`src/rtl/wr_arb_pkg.sv`:
```
// Shared types for the FIFO write arbiter: word type, count-width helper, FSM states.
package wr_arb_pkg;

  localparam int WORD_W = 8;

  typedef logic [WORD_W-1:0] word_t;

  typedef enum logic {
    ST_IDLE,
    ST_LOCKED
  } arb_state_t;

  // Bits needed to hold a count in the range 0..max_cnt.
  function automatic int cnt_width(input int max_cnt);
    return $clog2(max_cnt + 1);
  endfunction

endpackage

```
`src/rtl/rr_arbiter.sv`:
```
// Round-robin picker: first set request at or after ptr (wrapping) wins, one-hot grant.
module rr_arbiter #(
  parameter int NUM_REQ = 4,
  localparam int IW = $clog2(NUM_REQ)
) (
  input  logic [NUM_REQ-1:0] req,
  input  logic [IW-1:0]      ptr,
  output logic [NUM_REQ-1:0] gnt
);

  logic found;

  always_comb begin
    gnt   = '0;
    found = 1'b0;
    for (int i = 0; i < NUM_REQ; i++) begin
      if (!found && req[(int'(ptr) + i) % NUM_REQ]) begin
        gnt[(int'(ptr) + i) % NUM_REQ] = 1'b1;
        found = 1'b1;
      end
    end
  end

endmodule

```
`src/rtl/fifo_wr_arb.sv`:
```
// Credit-tracked, burst-locking round-robin write arbiter in front of an N-to-M FIFO.
// Optional stall statistics counter built only when WR_ARB_STATS_EN is defined.
//
// state     | meaning
// ST_IDLE   | free round-robin arbitration among eligible requesters
// ST_LOCKED | burst in progress; only grant_id may be accepted
module fifo_wr_arb
  import wr_arb_pkg::*;
#(
  parameter int  DATA_WIDTH = WORD_W,
  parameter int  FIFO_DEPTH = 32,
  parameter int  N          = 4,
  parameter int  NUM_REQ    = 4,
  localparam int CW         = cnt_width(N),
  localparam int CRW        = cnt_width(FIFO_DEPTH),
  localparam int IW         = $clog2(NUM_REQ)
) (
  input  logic                                       clk,
  input  logic                                       rst,
  input  logic [NUM_REQ-1:0]                         req_valid,
  input  logic [NUM_REQ-1:0][CW-1:0]                 req_cnt,
  input  logic [NUM_REQ-1:0][N-1:0][DATA_WIDTH-1:0]  req_data,
  input  logic [NUM_REQ-1:0]                         req_last,
  output logic [NUM_REQ-1:0]                         req_ready,
  output logic [N-1:0][DATA_WIDTH-1:0]               fifo_wr_data,
  output logic [CW-1:0]                              fifo_wr_cnt,
  input  logic [CW-1:0]                              fifo_rd_cnt,
  output logic [CRW-1:0]                             credits,
  output logic [IW-1:0]                              grant_id,
  output logic                                       credit_err,
  output logic [15:0]                                stall_cnt
);

  localparam int             SW      = CRW + 1;
  localparam logic [SW-1:0]  DEPTH_S = SW'(FIFO_DEPTH);
  localparam logic [CRW-1:0] DEPTH_C = CRW'(FIFO_DEPTH);

  arb_state_t         state, state_nxt;
  logic [IW-1:0]      rr_ptr, rr_ptr_nxt, grant_nxt;
  logic [NUM_REQ-1:0] elig, rr_gnt;
  logic               acc, acc_last;
  logic [IW-1:0]      acc_idx;
  logic [CW-1:0]      acc_cnt;
  logic [SW-1:0]      cred_sum;

  always_comb begin
    elig = '0;
    for (int i = 0; i < NUM_REQ; i++) begin
      elig[i] = req_valid[i] && (SW'(req_cnt[i]) <= SW'(credits));
    end
  end

  rr_arbiter #(.NUM_REQ(NUM_REQ)) u_rr (
    .req (elig),
    .ptr (rr_ptr),
    .gnt (rr_gnt)
  );

  // Ready is held low during reset so nothing can be accepted in that cycle.
  always_comb begin
    req_ready = '0;
    if (!rst) begin
      if (state == ST_IDLE) req_ready = rr_gnt;
      else                  req_ready[grant_id] = elig[grant_id];
    end
  end

  always_comb begin
    acc     = |req_ready;
    acc_idx = '0;
    for (int i = 0; i < NUM_REQ; i++) begin
      if (req_ready[i]) acc_idx = IW'(i);
    end
    acc_cnt  = acc ? req_cnt[acc_idx] : '0;
    acc_last = req_last[acc_idx];
  end

  always_comb begin
    state_nxt  = state;
    rr_ptr_nxt = rr_ptr;
    grant_nxt  = grant_id;
    if (acc) begin
      grant_nxt = acc_idx;
      if (acc_last) begin
        state_nxt  = ST_IDLE;
        rr_ptr_nxt = (acc_idx == IW'(NUM_REQ - 1)) ? '0 : acc_idx + IW'(1);
      end else begin
        state_nxt = ST_LOCKED;
      end
    end
  end

  always_ff @(posedge clk) begin
    if (rst) begin
      state    <= ST_IDLE;
      rr_ptr   <= '0;
      grant_id <= '0;
    end else begin
      state    <= state_nxt;
      rr_ptr   <= rr_ptr_nxt;
      grant_id <= grant_nxt;
    end
  end

  // acc_cnt never exceeds credits, so only the upper bound can be violated.
  assign cred_sum = SW'(credits) + SW'(fifo_rd_cnt) - SW'(acc_cnt);

  always_ff @(posedge clk) begin
    if (rst) begin
      credits      <= DEPTH_C;
      credit_err   <= 1'b0;
      fifo_wr_cnt  <= '0;
      fifo_wr_data <= '0;
    end else begin
      fifo_wr_cnt <= acc_cnt;
      if (acc) fifo_wr_data <= req_data[acc_idx];
      if (cred_sum > DEPTH_S) begin
        credits    <= DEPTH_C;
        credit_err <= 1'b1;
      end else begin
        credits <= cred_sum[CRW-1:0];
      end
    end
  end

`ifdef WR_ARB_STATS_EN
  always_ff @(posedge clk) begin
    if (rst) begin
      stall_cnt <= '0;
    end else if ((|req_valid) && !acc && (stall_cnt != 16'hFFFF)) begin
      stall_cnt <= stall_cnt + 16'd1;
    end
  end
`else
  assign stall_cnt = '0;
`endif

endmodule
```
`config.mk`:
```
export PLATFORM = sky130hd
export DESIGN_NAME = fifo_wr_arb
export DESIGN_NICKNAME = d
export VERILOG_FILES = /design/src/rtl/wr_arb_pkg.sv /design/src/rtl/rr_arbiter.sv /design/src/rtl/fifo_wr_arb.sv
export SDC_FILE = /design/constraint.sdc
export NUM_CORES = 1
export LEC_CHECK = 0
export BUFFER_PORTS_ARGS = -buffer_cell sky130_fd_sc_hd__buf_2
export CAP_MARGIN = 15
export CORE_MARGIN = 2
export CORE_UTILIZATION = 41
export DETAILED_ROUTE_END_ITERATION = 10
export GPL_ROUTABILITY_DRIVEN = 0
export GPL_TIMING_DRIVEN = 0
export PLACE_DENSITY = 0.85
export SLEW_MARGIN = 20
export SYNTH_ARGS = -nofsm -noshare
export SYNTH_HDL_FRONTEND = slang
export SYNTH_HIERARCHICAL = 1
export SYNTH_SLANG_ARGS = --single-unit
```
`constraint.sdc`:
```
create_clock -name clk -period 5.9 [get_ports clk]
set_input_delay 0.59 -clock clk [delete_from_list [all_inputs] [get_ports clk]]
set_output_delay 0.59 -clock clk [all_outputs]
set_load 0.05 [all_outputs]
```
== Word level (Yosys, flattened, before mapping) ==
Cells that the tools add are included.

* Register bits after elaboration: 47
* Word-level logic and storage cells: 105
* Output and inout bits: 64
* Input bits: 153

* Reductions and logical operators: 21
* Magnitude comparators: 16
* $add $sub $neg: 6
* Multiplexer cells: 44
* Eq/ne operators: 1
* Bitwise gates (word level): 7

{| class="wikitable"
|+ Operators by type and width
! operator !! number
|-
| $bmux 32 s2 || 1
|-
| $mux 32 || 1
|-
| $le 3x6->1 || 4
|-
| $mux 4 || 6
|-
| $mux 1 || 19
|-
| $bmux 1 s2 || 6
|-
| $logic_and 1x1->1 || 12
|-
| $lt 3x4->1 const B || 3
|-
| $or 4x4->4 || 3
|-
| $demux 1 s2 || 5
|-
| $ge 3x1->1 const B || 3
|-
| $lt 2x3->1 const B || 3
|-
| $reduce_or 2->1 || 4
|-
| $add 6x3->7 || 1
|-
| $gt 7x6->1 const B || 1
|-
| $sub 7x3->7 || 1
|-
| $bmux 3 s2 || 1
|-
| $mux 2 || 3
|-
| $mux 3 || 2
|-
| $add 2x1->2 const B || 2
|-
| $add 2x2->2 const B || 2
|-
| $and 4x4->4 || 1
|-
| $ge 2x1->1 const B || 2
|-
| $reduce_or 4->1 || 1
|-
| other kinds (4) || 8
|}

== Depth between registers and ports, before layout ==
Gate-level depths: netlist of the first run.

* Word-level depth: 25
* Mapped depth: 33
* Mapped depth without buffers: 31

== Hierarchy ==
Netlist of the first run, hierarchy kept.

{| class="wikitable"
|+ By module, submodules not included
! module !! instances !! area an instance (sq um) !! seq. area each (sq um) !! cells an instance
|-
| fifo_wr_arb || 1 || 3490.8 || 940.9 || 453
|-
| rr_arbiter || 1 || 302.8 || 0.0 || 30
|}

== Least setup slack after synthesis of the first run ==
OpenSTA, ideal clock, no wires.

* Path kind: register -> register
* From: register credits[1]
* To: register credits[3]
* Stages on the path, launching flop included: 28
* Arrival: 6680 ps
* Period minus slack after synthesis: 6744 ps
* Setup time: 64 ps
* Buffers on the path: 2
* Slack: -844 ps
* Data required time: 5836 ps
* Cell sequence: dfxtp_1 -> inv_1 -> ha_1 -> nor2b_1 -> o211ai_1 -> a31o_1 -> mux4_2 -> nor4b_4 -> a221o_1 -> nand2b_1 -> o21ai_1 -> a31oi_1 -> nor3_2 -> or2_1 -> buf_2 -> buf_2 -> o221ai_1 -> a21oi_1 -> fa_1 -> fa_1 -> nor2b_1 -> o21a_1 -> o21ai_0 -> a21oi_1 -> nor2_1 -> xnor2_1 -> or3b_2 -> nor2_1

* Cells in the longest elaborated chain, start to end: 25
* Elaborated cells on any way between the ends: 51
* Those cells by class: add/sub: 2; order compare: 5; mux: 28; bitwise: 4; reduce/logical: 12

{| class="wikitable"
|+ Ends and longest elaborated chain
! what !! line !! text
|-
| start: declaration || fifo_wr_arb.sv:28 || <nowiki>output logic [CRW-1:0] credits,</nowiki>
|-
| start signal: assignment || fifo_wr_arb.sv:121 || <nowiki>credits <= cred_sum[CRW-1:0];</nowiki>
|-
| $le 3x6->1 * || fifo_wr_arb.sv:49 || <nowiki>elig[i] = req_valid[i] && (SW'(req_cnt[i]) <= SW'(credits));</nowiki>
|-
| $logic_and 1x1->1 * || fifo_wr_arb.sv:49 ||
|-
| net elig[3] || fifo_wr_arb.sv:40 || <nowiki>logic [NUM_REQ-1:0] elig, rr_gnt;</nowiki>
|-
| $bmux 1 s2 || rr_arbiter.sv:17 || <nowiki>if (!found && req[(int'(ptr) + i) % NUM_REQ]) begin</nowiki>
|-
| $mux 1 (not written as such) || rr_arbiter.sv:17 ||
|-
| $mux 1 || rr_arbiter.sv:17 ||
|-
| $logic_not 1->1 || rr_arbiter.sv:17 ||
|-
| $logic_and 1x1->1 || rr_arbiter.sv:17 ||
|-
| [... 7 more ...] || n/a ||
|-
| net rr_gnt[1] || fifo_wr_arb.sv:40 ||
|-
| [... 2 more ...] || n/a ||
|-
| net req_ready[1] || fifo_wr_arb.sv:24 || <nowiki>output logic [NUM_REQ-1:0] req_ready,</nowiki>
|-
| [... 1 more ...] || n/a ||
|-
| $mux 2 (2 in series) || fifo_wr_arb.sv:72 || <nowiki>if (req_ready[i]) acc_idx = IW'(i);</nowiki>
|-
| $bmux 3 s2 || fifo_wr_arb.sv:74 || <nowiki>acc_cnt = acc ? req_cnt[acc_idx] : '0;</nowiki>
|-
| $mux 3 (not written as such) || fifo_wr_arb.sv:74 ||
|-
| $mux 3 * || fifo_wr_arb.sv:74 ||
|-
| net acc_cnt[1] || fifo_wr_arb.sv:43 || <nowiki>logic [CW-1:0] acc_cnt;</nowiki>
|-
| $sub 7x3->7 * || fifo_wr_arb.sv:106 || <nowiki>assign cred_sum = SW'(credits) + SW'(fifo_rd_cnt) - SW'(acc_cnt);</nowiki>
|-
| $gt 7x6->1 || fifo_wr_arb.sv:117 || <nowiki>if (cred_sum > DEPTH_S) begin</nowiki>
|-
| $reduce_or 2->1 (no line) || n/a ||
|}

The timed path passes the listed nets; every way through them passes the cells marked *. The select of a mux whose other input is x is not followed.
A chain may end at the register's enable or synchronous reset.

== Worst setup path in the final report of the first run ==
* From: register credits[1]
* To: register credits[1]

* Cells in the longest elaborated chain, start to end: 25
* Elaborated cells on any way between the ends: 51
* Those cells by class: add/sub: 2; order compare: 5; mux: 28; bitwise: 4; reduce/logical: 12

{| class="wikitable"
|+ Ends and longest elaborated chain
! what !! line
|-
| $le 3x6->1 * || fifo_wr_arb.sv:49
|-
| $logic_and 1x1->1 * || fifo_wr_arb.sv:49
|-
| net elig[3] || fifo_wr_arb.sv:40
|-
| $bmux 1 s2 || rr_arbiter.sv:17
|-
| $mux 1 (not written as such) || rr_arbiter.sv:17
|-
| $mux 1 || rr_arbiter.sv:17
|-
| $logic_not 1->1 || rr_arbiter.sv:17
|-
| $logic_and 1x1->1 || rr_arbiter.sv:17
|-
| [... 7 more ...] || n/a
|-
| net rr_gnt[1] || fifo_wr_arb.sv:40
|-
| [... 3 more ...] || n/a
|-
| $mux 2 (2 in series) || fifo_wr_arb.sv:72
|-
| $bmux 3 s2 || fifo_wr_arb.sv:74
|-
| $mux 3 (not written as such) || fifo_wr_arb.sv:74
|-
| $mux 3 * || fifo_wr_arb.sv:74
|-
| net acc_cnt[1] || fifo_wr_arb.sv:43
|-
| $sub 7x3->7 * || fifo_wr_arb.sv:106
|-
| $gt 7x6->1 || fifo_wr_arb.sv:117
|-
| $reduce_or 2->1 (no line) || n/a
|}

Marks and branches as above.

==> Flow_metrics.wiki, run 1 <==
{| class="wikitable"
! Metric !! Value
|-
| Total detailed-routing wirelength || 14.4 mm
|-
| Initial Utilization || 0.416
|-
| Endpoint class of the critical path || register
|-
| Row count || 35
|-
| Dominant synthesized flop cell || sky130_fd_sc_hd__dfxtp_1
|-
| Per-cell routed wire length || 17.0 µm
|-
| Kind of path behind the tightest hold check || reg2reg
|-
| Most used cell, CP || sky130_fd_sc_hd__a21oi_2
|-
| TritonCTS clock tree || built
|-
| Data required, critical path || 6.15 ns
|-
| Clock sink total || 47
|-
| Total Neg Setup Slack || -0.914 ns
|-
| Clock skew || 0.00570 ns
|-
| Net total in the final layout || 918
|-
| Top-Level Pins || 217
|-
| Max IR drop VDD || 0.000307 V
|-
| Die Ht || 100 µm
|-
| Critical Path Max Stage Delay || 0.59 ns
|-
| Fmax || 164 MHz
|-
| Power, Total || 2.94 mW
|-
| Cell area after layout || 5720 µm²
|-
| Number of global-route vias before repair || 4594
|-
| Mean Syn Cell Area || 7.85 µm²
|-
| PnR worst setup slack || -0.199 ns
|-
| Signed area change from the synthesized netlist to the final layout || 50.9%
|-
| Global route overflow || 0
|-
| Leading post-synthesis cells by cell area || sky130_fd_sc_hd__dfxtp_1 (25%), sky130_fd_sc_hd__ha_1 (8.9%), sky130_fd_sc_hd__nand2_1 (8.0%)
|-
| Antenna violations before repair || 1
|-
| Max-slew violations || 0
|-
| Sequential cell area fraction in the yosys report || 0.248
|-
| Cell type contributing the most total cell area after synthesis || sky130_fd_sc_hd__dfxtp_1
|-
| Pin count of the biggest net entering global routing || 17
|-
| GR Util All Layers || 0.269
|-
| Longest Clk Path Bufs || 2
|-
| Place WS || -1.13 ns
|-
| Fin crit share || 1.03
|-
| DR iter-0 viols || 236
|-
| Power density of the placed cells || 514 nW/µm²
|-
| H-tree levels || 2
|-
| # setup viols final || 7
|-
| Die area || 10000 µm²
|-
| Category of the critical setup timing path || reg2reg
|-
| Critical path's top delay family || compound AO/OA/AOI/OAI gates
|-
| Count of input and output buffers || 200
|-
| Number of warning messages in the yosys log || 6
|-
| Final worst path period need || 6.10 ns
|-
| CTS Root Buffer Type || sky130_fd_sc_hd__clkbuf_8
|-
| Core ar. || 9110 µm²
|-
| Initial DRT Pass Iterations || 5
|-
| Clock slew seen by the registers of the worst setup and hold paths || 0.10 ns
|-
| Max stage delay cell, worst path || sky130_fd_sc_hd__fa_1
|-
| Mapped Cells || 483
|-
| Max-slew headroom at the worst pin || 0.538
|-
| Arrival time reported for the critical path endpoint || 6.35 ns
|-
| Worst Setup Start Kind || register
|-
| Number of vias after detailed routing || 4718
|-
| Ant. Diodes || 0
|-
| Worst-Margin Slew || 0.694 ns
|-
| Number of filler instances in the final layout || 797
|-
| Post-synth cell types || 53
|-
| Number of cells after detailed placement || 809
|-
| Synthesized cell area || 3790 µm²
|-
| Number of maximum-capacitance constraint violations || 0
|-
| Detailed placer's ending HPWL || 11.0 mm
|-
| Number of flops mapped to enable cells by yosys || 0
|-
| Run status || finished, violations left
|-
| Die outline width || 100 µm
|-
| Flip-flop and latch count after synthesis || 47
|-
| Worst-Skew Late Latency || 0.32 ns
|-
| Placed inst area || 5030 µm²
|-
| Number of standard cells in the layout, taps in and fillers out || 847
|-
| Wire length of the first global-routing pass || 21.7 mm
|-
| Unrepaired setup endpoints after global routing || true
|-
| Final Hold Vio Count || 0
|-
| DRC errors left || 0
|-
| Violations in the final reports || negative setup slack
|-
| Critical path buffers and inverters || 4
|-
| Leakage component of the power || 2.72 nW
|-
| Num CTS Buffers || 5
|-
| Most numerous cell types in the synthesized netlist || sky130_fd_sc_hd__nand2_1 (81), sky130_fd_sc_hd__dfxtp_1 (47), sky130_fd_sc_hd__a21oi_1 (36), sky130_fd_sc_hd__ha_1 (27)
|-
| Final core utilization || 0.628
|-
| Residual antenna-violating net count after detailed routing || 0
|-
| Critical Path Fanout Max || 5
|-
| DR vias/cell || 5.57
|-
| Fraction of synthesized cell area taken by the top area cell type || 0.248
|-
| Count leader, synth || sky130_fd_sc_hd__nand2_1
|-
| Proportion of synthesized flip-flops having asynchronous set or reset || 0
|-
| Min Hold Slack || 0.493 ns
|-
| Fraction of final layout cells sized beyond drive strength 1 || 0.461
|}
-- cells by family (layout without fill, tap and decap cells) --
| group | Yosys count | after routing | share of synthesized area |
|---|---|---|---|
| XOR/XNOR | 5 | 5 | 0.0115 |
| flip-flops | 47 | 47 | 0.248 |
| multiplexers | 8 | 8 | 0.0356 |
| AND/OR/NAND/NOR | 144 | 144 | 0.176 |
| buffers and inverters | 78 | 316 | 0.100 |
| adder cells (fa/ha/maj) | 30 | 30 | 0.105 |
| other | 1 | 16 | 0.000988 |
| AO/OA/AOI/OAI | 170 | 170 | 0.322 |
-- final timing paths --
check                                              startpoint                            end  slack, ns  depth (start not counted)
worst max-delay path                    credits[1]$_SDFF_PP0_          credits[1]$_SDFF_PP0_      -0.20                         27
worst min register to register  fifo_wr_data[24]$_SDFFE_PP0P_  fifo_wr_data[24]$_SDFFE_PP0P_       0.49                          2
worst min-delay path            fifo_wr_data[24]$_SDFFE_PP0P_  fifo_wr_data[24]$_SDFFE_PP0P_       0.49                          2
worst max register to register          credits[1]$_SDFF_PP0_          credits[1]$_SDFF_PP0_      -0.20                         27
-- worst register-to-register path, stage by stage (launching register included) --
cell and delay, ns:
sky130_fd_sc_hd__dfxtp_4 0.37, sky130_fd_sc_hd__clkinvlp_4 0.20, sky130_fd_sc_hd__ha_4 0.34, sky130_fd_sc_hd__nor2b_4 0.12, sky130_fd_sc_hd__o211ai_1 0.08, sky130_fd_sc_hd__a31o_2 0.25
sky130_fd_sc_hd__mux4_2 0.57, sky130_fd_sc_hd__nor4b_4 0.35, sky130_fd_sc_hd__a221o_1 0.24, sky130_fd_sc_hd__nand2b_1 0.12, sky130_fd_sc_hd__o21a_2 0.18, sky130_fd_sc_hd__nor4_4 0.30
sky130_fd_sc_hd__buf_6 0.17, sky130_fd_sc_hd__nor2_4 0.05, sky130_fd_sc_hd__clkbuf_16 0.16, sky130_fd_sc_hd__o221ai_4 0.21, sky130_fd_sc_hd__a21oi_4 0.10, sky130_fd_sc_hd__fa_1 0.59
sky130_fd_sc_hd__inv_1 0.06, sky130_fd_sc_hd__ha_1 0.26, sky130_fd_sc_hd__a21o_1 0.18, sky130_fd_sc_hd__a21oi_2 0.16, sky130_fd_sc_hd__o21bai_1 0.09, sky130_fd_sc_hd__a21oi_2 0.14
sky130_fd_sc_hd__xnor2_1 0.15, sky130_fd_sc_hd__a31oi_1 0.09, sky130_fd_sc_hd__or3_4 0.38, sky130_fd_sc_hd__nor2_2 0.12
-- timing repair --
| action | CTS | global route |
|---|---|---|
| endpoints found under the setup margin | 7 | 7 |
| hold buffers | 0 | 0 |
| gates resized for setup | 65 | 17 |
| setup buffers | 21 | 10 |
| pin swaps | 34 | 31 |
-- layout by cell type (no fill, tap or decap), drive strengths merged, types with 3 or more instances in the layout --
master	Yosys	layout
buf	37	267
nand2	81	81
dfxtp	47	47
a21oi	36	36
ha	27	27
inv	26	26
o221ai	26	26
nor2	26	26
a311oi	24	24
a21boi	23	23
a31oi	21	21
clkbuf	15	21
conb	1	16
o21a	14	14
nor2b	13	13
o21ai	12	12
nand2b	4	4
mux4	4	4
a221o	4	4
and3	4	4
nand4	3	3
mux2i	3	3
xnor2	3	3
fa	3	3
nor3	3	3
-- layer usage --
metal | part of all wire | global-route usage | routed length, µm
met1 | 0.40 | 0.327 | 5780
met2 | 0.50 | 0.474 | 7160
met3 | 0.074 | 0.0460 | 1060
met4 | 0.027 | 0.104 | 383
met5 | 0.00090 | 0 | 13
-- cell type report --
type / count / area (µm²) / share of cell area
Buffer: 51 / 365 / 0.0638
Multi-Input combinational cell: 373 / 2800 / 0.489
Sequential cell: 47 / 952 / 0.166
Tap cell: 111 / 139 / 0.0243
Inverter: 26 / 101 / 0.0177
Clock buffer: 6 / 93.8 / 0.0164
Clock inverter: 2 / 41.3 / 0.00721
Timing Repair Buffer: 231 / 1230 / 0.216
-- power by group --
part | internal [mW] | total (mW) | leakage (nW) | switching, mW
clock | 0.155 | 0.286 | 0.0685 | 0.131
combinational | 0.857 | 2.17 | 2.26 | 1.31
sequential | 0.418 | 0.487 | 0.389 | 0.0687
-- state kept, by name (all words and copies together) (netlist names) --
signal,cells
fifo_wr_data,32
credits,6
fifo_wr_cnt,3
grant_id,2
rr_ptr,2
credit_err,1
state,1
(Power assumes the default switching activity.)
==> run 2: changes to the inputs <==
==> constraint.sdc (replaced) <==
create_clock -name clk -period 5.9 [get_ports clk]
set_input_delay 0.295 -clock clk [delete_from_list [all_inputs] [get_ports clk]]
set_output_delay 0.295 -clock clk [all_outputs]
set_load 0.05 [all_outputs]
==> run 2 against run 1 <==
Effect of this change: core utilization increased by 0.16 points; via count is 2.3% higher; the run still ends with negative setup slack left; worst setup slack worse by 0.042 ns; cell area is 0.26% higher; hold slack got worse by 0.20 ns; sequential power rose by 0.8%; clock skew rose by 0.0023 ns; global-route usage rose by 1.5 points.
==> Flow_metrics.wiki, run 2 (synthesis results as in run 1) <==
{| class="wikitable"
! Metric !! Value
|-
| Run status || finished, violations left
|-
| Violations in the final reports || negative setup slack
|-
| Wire length of the first global-routing pass || 22.5 mm
|-
| CTS Hold Buffers Added || 0
|-
| FF-to-FF Start || credits[2]$_SDFF_PP0_
|-
| Fraction of final layout cells sized beyond drive strength 1 || 0.467
|-
| Die outline width || 100 µm
|-
| Registers with the highest flip-flop counts || fifo_wr_data (32), credits (6), fifo_wr_cnt (3)
|-
| Total Neg Setup Slack || -1.39 ns
|-
| Kind of path behind the tightest hold check || in2reg
|-
| Net total in the final layout || 916
|-
| Leakage component of the power || 2.71 nW
|-
| PnR worst setup slack || -0.241 ns
|-
| Data required, critical path || 6.14 ns
|-
| Number of maximum-capacitance constraint violations || 0
|-
| Die area || 10000 µm²
|-
| Clock skew || 0.00801 ns
|-
| Endpoint class of the critical path || register
|-
| Worst reg-to-reg setup slack || -0.24 ns
|-
| Fin crit share || 1.04
|-
| Leading cell types in the layout, fill and taps excluded || sky130_fd_sc_hd__buf_2 (209), sky130_fd_sc_hd__nand2_1 (80), sky130_fd_sc_hd__buf_4 (46)
|-
| Signed area change from the synthesized netlist to the final layout || 51.3%
|-
| Final Hold Vio Count || 0
|-
| # setup viols final || 7
|-
| Number of vias after detailed routing || 4825
|-
| Max stage delay cell, worst path || sky130_fd_sc_hd__mux4_2
|-
| TritonCTS clock tree || built
|-
| Pin count of the biggest net entering global routing || 19
|-
| GR Util All Layers || 0.284
|-
| Arrival time reported for the critical path endpoint || 6.38 ns
|-
| Initial Utilization || 0.416
|-
| Unrepaired setup endpoints after global routing || true
|-
| Die Ht || 100 µm
|-
| Row count || 35
|-
| Critical Path Max Stage Delay || 0.61 ns
|-
| Max-slew violations || 0
|-
| Max IR drop VDD || 0.000314 V
|-
| Clock slew seen by the registers of the worst setup and hold paths || 0.09 ns
|-
| Per-cell routed wire length || 18.0 µm
|-
| Count of input and output buffers || 200
|-
| Ant. Diodes || 0
|-
| Total detailed-routing wirelength || 15.2 mm
|-
| Most frequent standard cell in the layout excluding fill and tap cells || sky130_fd_sc_hd__buf_2
|-
| Detailed placer's ending HPWL || 11.4 mm
|-
| Number of filler instances in the final layout || 767
|-
| Flip-flop count of the largest register, all copies and words added || 32
|-
| DR iter-0 viols || 301
|-
| Critical Path Fanout Max || 6
|-
| Num CTS Buffers || 5
|-
| Longest Clk Path Bufs || 2
|-
| DR vias/cell || 5.71
|-
| Clock sink total || 47
|-
| Initial DRT Pass Iterations || 6
|-
| Largest reg by FF count || fifo_wr_data
|-
| H-tree levels || 2
|-
| Number of cells after detailed placement || 809
|-
| Most used cell, CP || sky130_fd_sc_hd__a21oi_2
|-
| Number of standard cells in the layout, taps in and fillers out || 845
|-
| Number of global-route vias before repair || 4725
|-
| Worst Setup Start Kind || register
|-
| DRC errors left || 0
|-
| Worst-Margin Slew || 0.681 ns
|-
| Core ar. || 9110 µm²
|-
| Max-slew headroom at the worst pin || 0.546
|-
| Category of the critical setup timing path || reg2reg
|-
| Crit. Startpoint || credits[2]$_SDFF_PP0_
|-
| Top-Level Pins || 217
|-
| Residual antenna-violating net count after detailed routing || 0
|-
| CTS Root Buffer Type || sky130_fd_sc_hd__clkbuf_8
|-
| Power density of the placed cells || 530 nW/µm²
|-
| Antenna violations before repair || 0
|-
| Fmax || 163 MHz
|-
| Global route overflow || 0
|-
| Final worst path period need || 6.14 ns
|-
| Hold_sp || req_data[67]
|-
| Worst-Skew Late Latency || 0.30 ns
|}
run 2: cell count changes in the layout (fill, tap and decap cells not counted), sizes merged:
| cell | previous run | this run |
|---|---|---|
| clkbuf | 21 | 22 |
| buf | 267 | 265 |
| inv | 26 | 25 |
run 2: critical path: cells and delay by family, from the launching register on:
kind / cells / cell delay (ns)
adders and majority gates: 3 / 1.24
buffers and inverters: 4 / 0.60
AOI/OAI and AO/OA: 12 / 1.72
DFF: 1 / 0.37
and+or+nand+nor: 7 / 1.33
xor gates and xnor gates: 1 / 0.17
muxes: 1 / 0.61
run 2: where the power goes:
part | total, mW | internal [mW] | switching (mW) | leakage, nW
sequential | 0.491 | 0.419 | 0.0721 | 0.390
clock | 0.271 | 0.153 | 0.118 | 0.0636
combinational | 2.28 | 0.894 | 1.38 | 2.26
total | 3.04 | 1.47 | 1.57 | 2.71
run 2: metrics by stage:
stage	total power, mW	util	setup WS, ns	cell area (µm²)	hold slack, ns
floorplan	1.80	-	0.0207	3880	0.488
detailed placement	2.26	0.552	-1.02	5020	0.467
finish	3.04	0.630	-0.241	5740	0.298
global route	3.22	0.630	-0.398	5740	0.308
global placement	2.19	0.552	-0.730	5020	0.467
CTS	2.82	0.614	-0.00787	5600	0.306
run 2: final timing paths:
| path | end | cells past startpoint |
|---|---|---|
| setup / recovery | credits[0]$_SDFF_PP0_ | 28 |
| setup reg to reg | credits[0]$_SDFF_PP0_ | 28 |
| hold / removal | fifo_wr_data[3]$_SDFFE_PP0P_ | 3 |
| hold reg to reg | fifo_wr_data[1]$_SDFFE_PP0P_ | 2 |
run 2: repair_timing:
action,in CTS,in global routing
setup buffers,24,5
pin swaps,38,28
endpoints found under the setup margin,7,7
resized for setup,64,24
run 2: metal layers:
layer	up-vias	part of all wire	track usage
li1	2227	-	-
met1	2293	0.38	0.326
met2	262	0.52	0.523
met3	43	0.073	0.0508
met4	0	0.030	0.104
met5	-	0	0
run 2: layout make-up:
cell class | count | area (µm²) | share of cell area
plain buffers | 51 | 353 | 0.0615
clock buffers | 7 | 97.6 | 0.0170
clock inverters | 1 | 30.0 | 0.00523
inverters | 26 | 101 | 0.0177
multi-input cells | 373 | 2840 | 0.495
flip-flops and latches | 47 | 957 | 0.167
well taps | 111 | 139 | 0.0242
repair buffers | 229 | 1220 | 0.213
==> run 3: changes to the inputs <==
--- a/config.mk
+++ b/config.mk
@@ -7,8 +7,10 @@
 export LEC_CHECK = 0
 export BUFFER_PORTS_ARGS = -buffer_cell sky130_fd_sc_hd__buf_2
 export CAP_MARGIN = 15
+export CELL_PAD_IN_SITES_DETAIL_PLACEMENT = 1
+export CELL_PAD_IN_SITES_GLOBAL_PLACEMENT = 1
 export CORE_MARGIN = 2
-export CORE_UTILIZATION = 41
+export CORE_UTILIZATION = 28
 export DETAILED_ROUTE_END_ITERATION = 10
 export GPL_ROUTABILITY_DRIVEN = 0
 export GPL_TIMING_DRIVEN = 0
==> run 3 against run 2 <==
Effect of this change: the flow still finishes with violations (negative setup slack); routed wire length rose by 11%; core utilization fell by 18 points; critical path depth stayed put; sequential power barely moved; clock-buffer cell count fell by 1; sequential cell count stayed put; die area increased by 44%; first-iteration DRC count shrank 38%; worst setup slack better by 0.014 ns; maximum frequency rose by 0.22%; critical path type unchanged; highest routed layer is now met5.
==> Flow_metrics.wiki, run 3 (synthesis results as in run 1) <==
{| class="wikitable"
! Metric !! Value
|-
| Run status || finished, violations left
|-
| Violations in the final reports || negative setup slack
|-
| Data required, critical path || 6.13 ns
|-
| Die Ht || 120 µm
|-
| Worst R2R Path Depth || 28
|-
| Signed area change from the synthesized netlist to the final layout || 56.1%
|-
| Net total in the final layout || 920
|-
| Leading cell types in the layout, fill and taps excluded || sky130_fd_sc_hd__buf_2 (210), sky130_fd_sc_hd__nand2_1 (79), sky130_fd_sc_hd__buf_4 (48)
|-
| Fraction of power consumed by the clock network || 0.105
|-
| Detailed placer's ending HPWL || 12.6 mm
|-
| Total detailed-routing wirelength || 16.9 mm
|-
| Initial DRT Pass Iterations || 4
|-
| Max-slew headroom at the worst pin || 0.486
|-
| Critical Path Max Stage Delay || 0.55 ns
|-
| Count of input and output buffers || 200
|-
| DRC errors left || 0
|-
| DR iter-0 viols || 188
|-
| Max stage delay cell, worst path || sky130_fd_sc_hd__mux4_2
|-
| PnR worst setup slack || -0.227 ns
|-
| Most frequent standard cell in the layout excluding fill and tap cells || sky130_fd_sc_hd__buf_2
|-
| Clock slew seen by the registers of the worst setup and hold paths || 0.07 ns
|-
| H-tree levels || 2
|-
| Cell area after layout || 5920 µm²
|-
| Worst Setup Start Kind || register
|-
| Total Neg Setup Slack || -1.23 ns
|-
| Number of global-route vias before repair || 4890
|-
| Final worst path period need || 6.13 ns
|-
| Placed inst area || 5100 µm²
|-
| Critical path's top delay family || simple AND/OR/NAND/NOR gates
|-
| Leakage component of the power || 2.75 nW
|-
| Net switching power || 1.59 mW
|-
| Arrival time reported for the critical path endpoint || 6.36 ns
|-
| Row count || 42
|-
| Die outline width || 120 µm
|-
| Combinational Power Share || 0.737
|-
| # setup viols final || 7
|-
| Initial Utilization || 0.286
|-
| Global route overflow || 0
|-
| Residual antenna-violating net count after detailed routing || 0
|-
| Max IR drop VDD || 0.000306 V
|-
| Fraction of final layout cells sized beyond drive strength 1 || 0.474
|-
| Clock sink total || 47
|-
| DR vias/cell || 5.17
|-
| Critical path buffers and inverters || 5
|-
| Switching share of power || 0.515
|-
| Die area || 14500 µm²
|-
| Unrepaired setup endpoints after global routing || true
|-
| Flip-flop count of the largest register, all copies and words added || 32
|-
| Hold path depth || 3
|-
| Core ar. || 13200 µm²
|-
| Final Hold Vio Count || 0
|-
| Cell-internal power || 1.50 mW
|-
| Antenna violations before repair || 1
|-
| Largest reg by FF count || fifo_wr_data
|-
| Endpoint class of the critical path || register
|-
| Critical Path Fanout Max || 5
|-
| Wire length of the first global-routing pass || 25.6 mm
|-
| Per-cell routed wire length || 18.5 µm
|-
| Kind of path behind the tightest hold check || in2reg
|-
| Power density of the placed cells || 523 nW/µm²
|-
| Number of maximum-capacitance constraint violations || 0
|-
| Proportion of power drawn by flip-flops and latches || 0.158
|-
| Ant. Diodes || 0
|-
| GR Util All Layers || 0.225
|-
| Number of vias after detailed routing || 4722
|-
| Logic depth of the worst setup path including buffers || 28
|-
| CTS Root Buffer Type || sky130_fd_sc_hd__clkbuf_16
|-
| Clock skew || 0.00613 ns
|-
| TritonCTS clock tree || built
|-
| Worst-Skew Late Latency || 0.30 ns
|-
| CTS Hold Buffers Added || 0
|-
| Longest Clk Path Bufs || 2
|-
| Top-Level Pins || 217
|-
| Registers with the highest flip-flop counts || fifo_wr_data (32), credits (6), fifo_wr_cnt (3)
|-
| Fmax || 163 MHz
|-
| Category of the critical setup timing path || reg2reg
|-
| Pin count of the biggest net entering global routing || 17
|-
| Fin crit share || 1.04
|-
| Max-slew violations || 0
|-
| Num CTS Buffers || 5
|-
| Worst-Margin Slew || 0.771 ns
|}
## run 3: cell count changes in the layout (fill, tap and decap cells not counted), sizes merged
cell	change
clkbuf	-1
clkinvlp	+1
buf	+4
bufinv	-1
inv	+1
## run 3: path summary, 6_finish.rpt
path | start | slack (ns) | to
min | req_data[66] | 0.30 | fifo_wr_data[2]$_SDFFE_PP0P_
max reg2reg | credits[2]$_SDFF_PP0_ | -0.23 | credits[0]$_SDFF_PP0_
max | credits[2]$_SDFF_PP0_ | -0.23 | credits[0]$_SDFF_PP0_
min reg2reg | fifo_wr_data[8]$_SDFFE_PP0P_ | 0.48 | fifo_wr_data[8]$_SDFFE_PP0P_
## run 3: per-layer routing
layer	up-vias	global-route usage	routed length, µm
met3	41	0.0571	1140
li1	2244	-	-
met5	-	0	11
met4	2	0.0705	506
met1	2238	0.271	6880
met2	197	0.391	8390
## run 3: repair_timing
action | CTS | global route
resized for setup | 60 | 36
endpoints found under the setup margin | 7 | 7
setup buffers | 22 | 12
pin swaps | 32 | 35
## run 3: layout make-up
| class | count | area (µm²) |
|---|---|---|
| buffer | 51 | 360 |
| clock buffer | 6 | 150 |
| clock inverter | 2 | 16.3 |
| fill | 1687 | 7320 |
| inverter | 26 | 101 |
| multi-input combinational | 373 | 2860 |
| sequential | 47 | 957 |
| tap | 176 | 220 |
| timing repair buffer | 233 | 1260 |
## run 3: per-stage QoR
step	hold slack [ns]	instances	util	setup slack (ns)	power (mW)
global route	0.317	914	0.447	-0.487	3.32
floorplan	0.488	498	-	0.0207	1.80
CTS	0.301	903	0.430	-0.184	2.90
detailed placement	0.472	874	0.385	-1.05	2.30
global placement	0.466	874	0.385	-0.819	2.26
finish	0.303	914	0.447	-0.227	3.10
## run 3: worst register-to-register path: cells and delay by family, from the launching register on
family                     cells  cell delay, ns
and+or+nand+nor               11            2.01
AOI/OAI and AO/OA              7            1.20
adders and majority gates      3            0.96
buffers and inverters          5            0.70
muxes                          1            0.55
DFF                            1            0.36
xor gates and xnor gates       1            0.27
## run 3: power by group through the flow
stage | Sequential, mW | Clock [mW] | Combinational [mW]
after CTS | 0.487 | 0.334 | 2.08
after detailed placement | 0.492 | 0 | 1.81
after floorplan | 0.774 | 0 | 1.03
after global placement | 0.489 | 0 | 1.77
after global routing | 0.501 | 0.345 | 2.47
final | 0.490 | 0.325 | 2.28
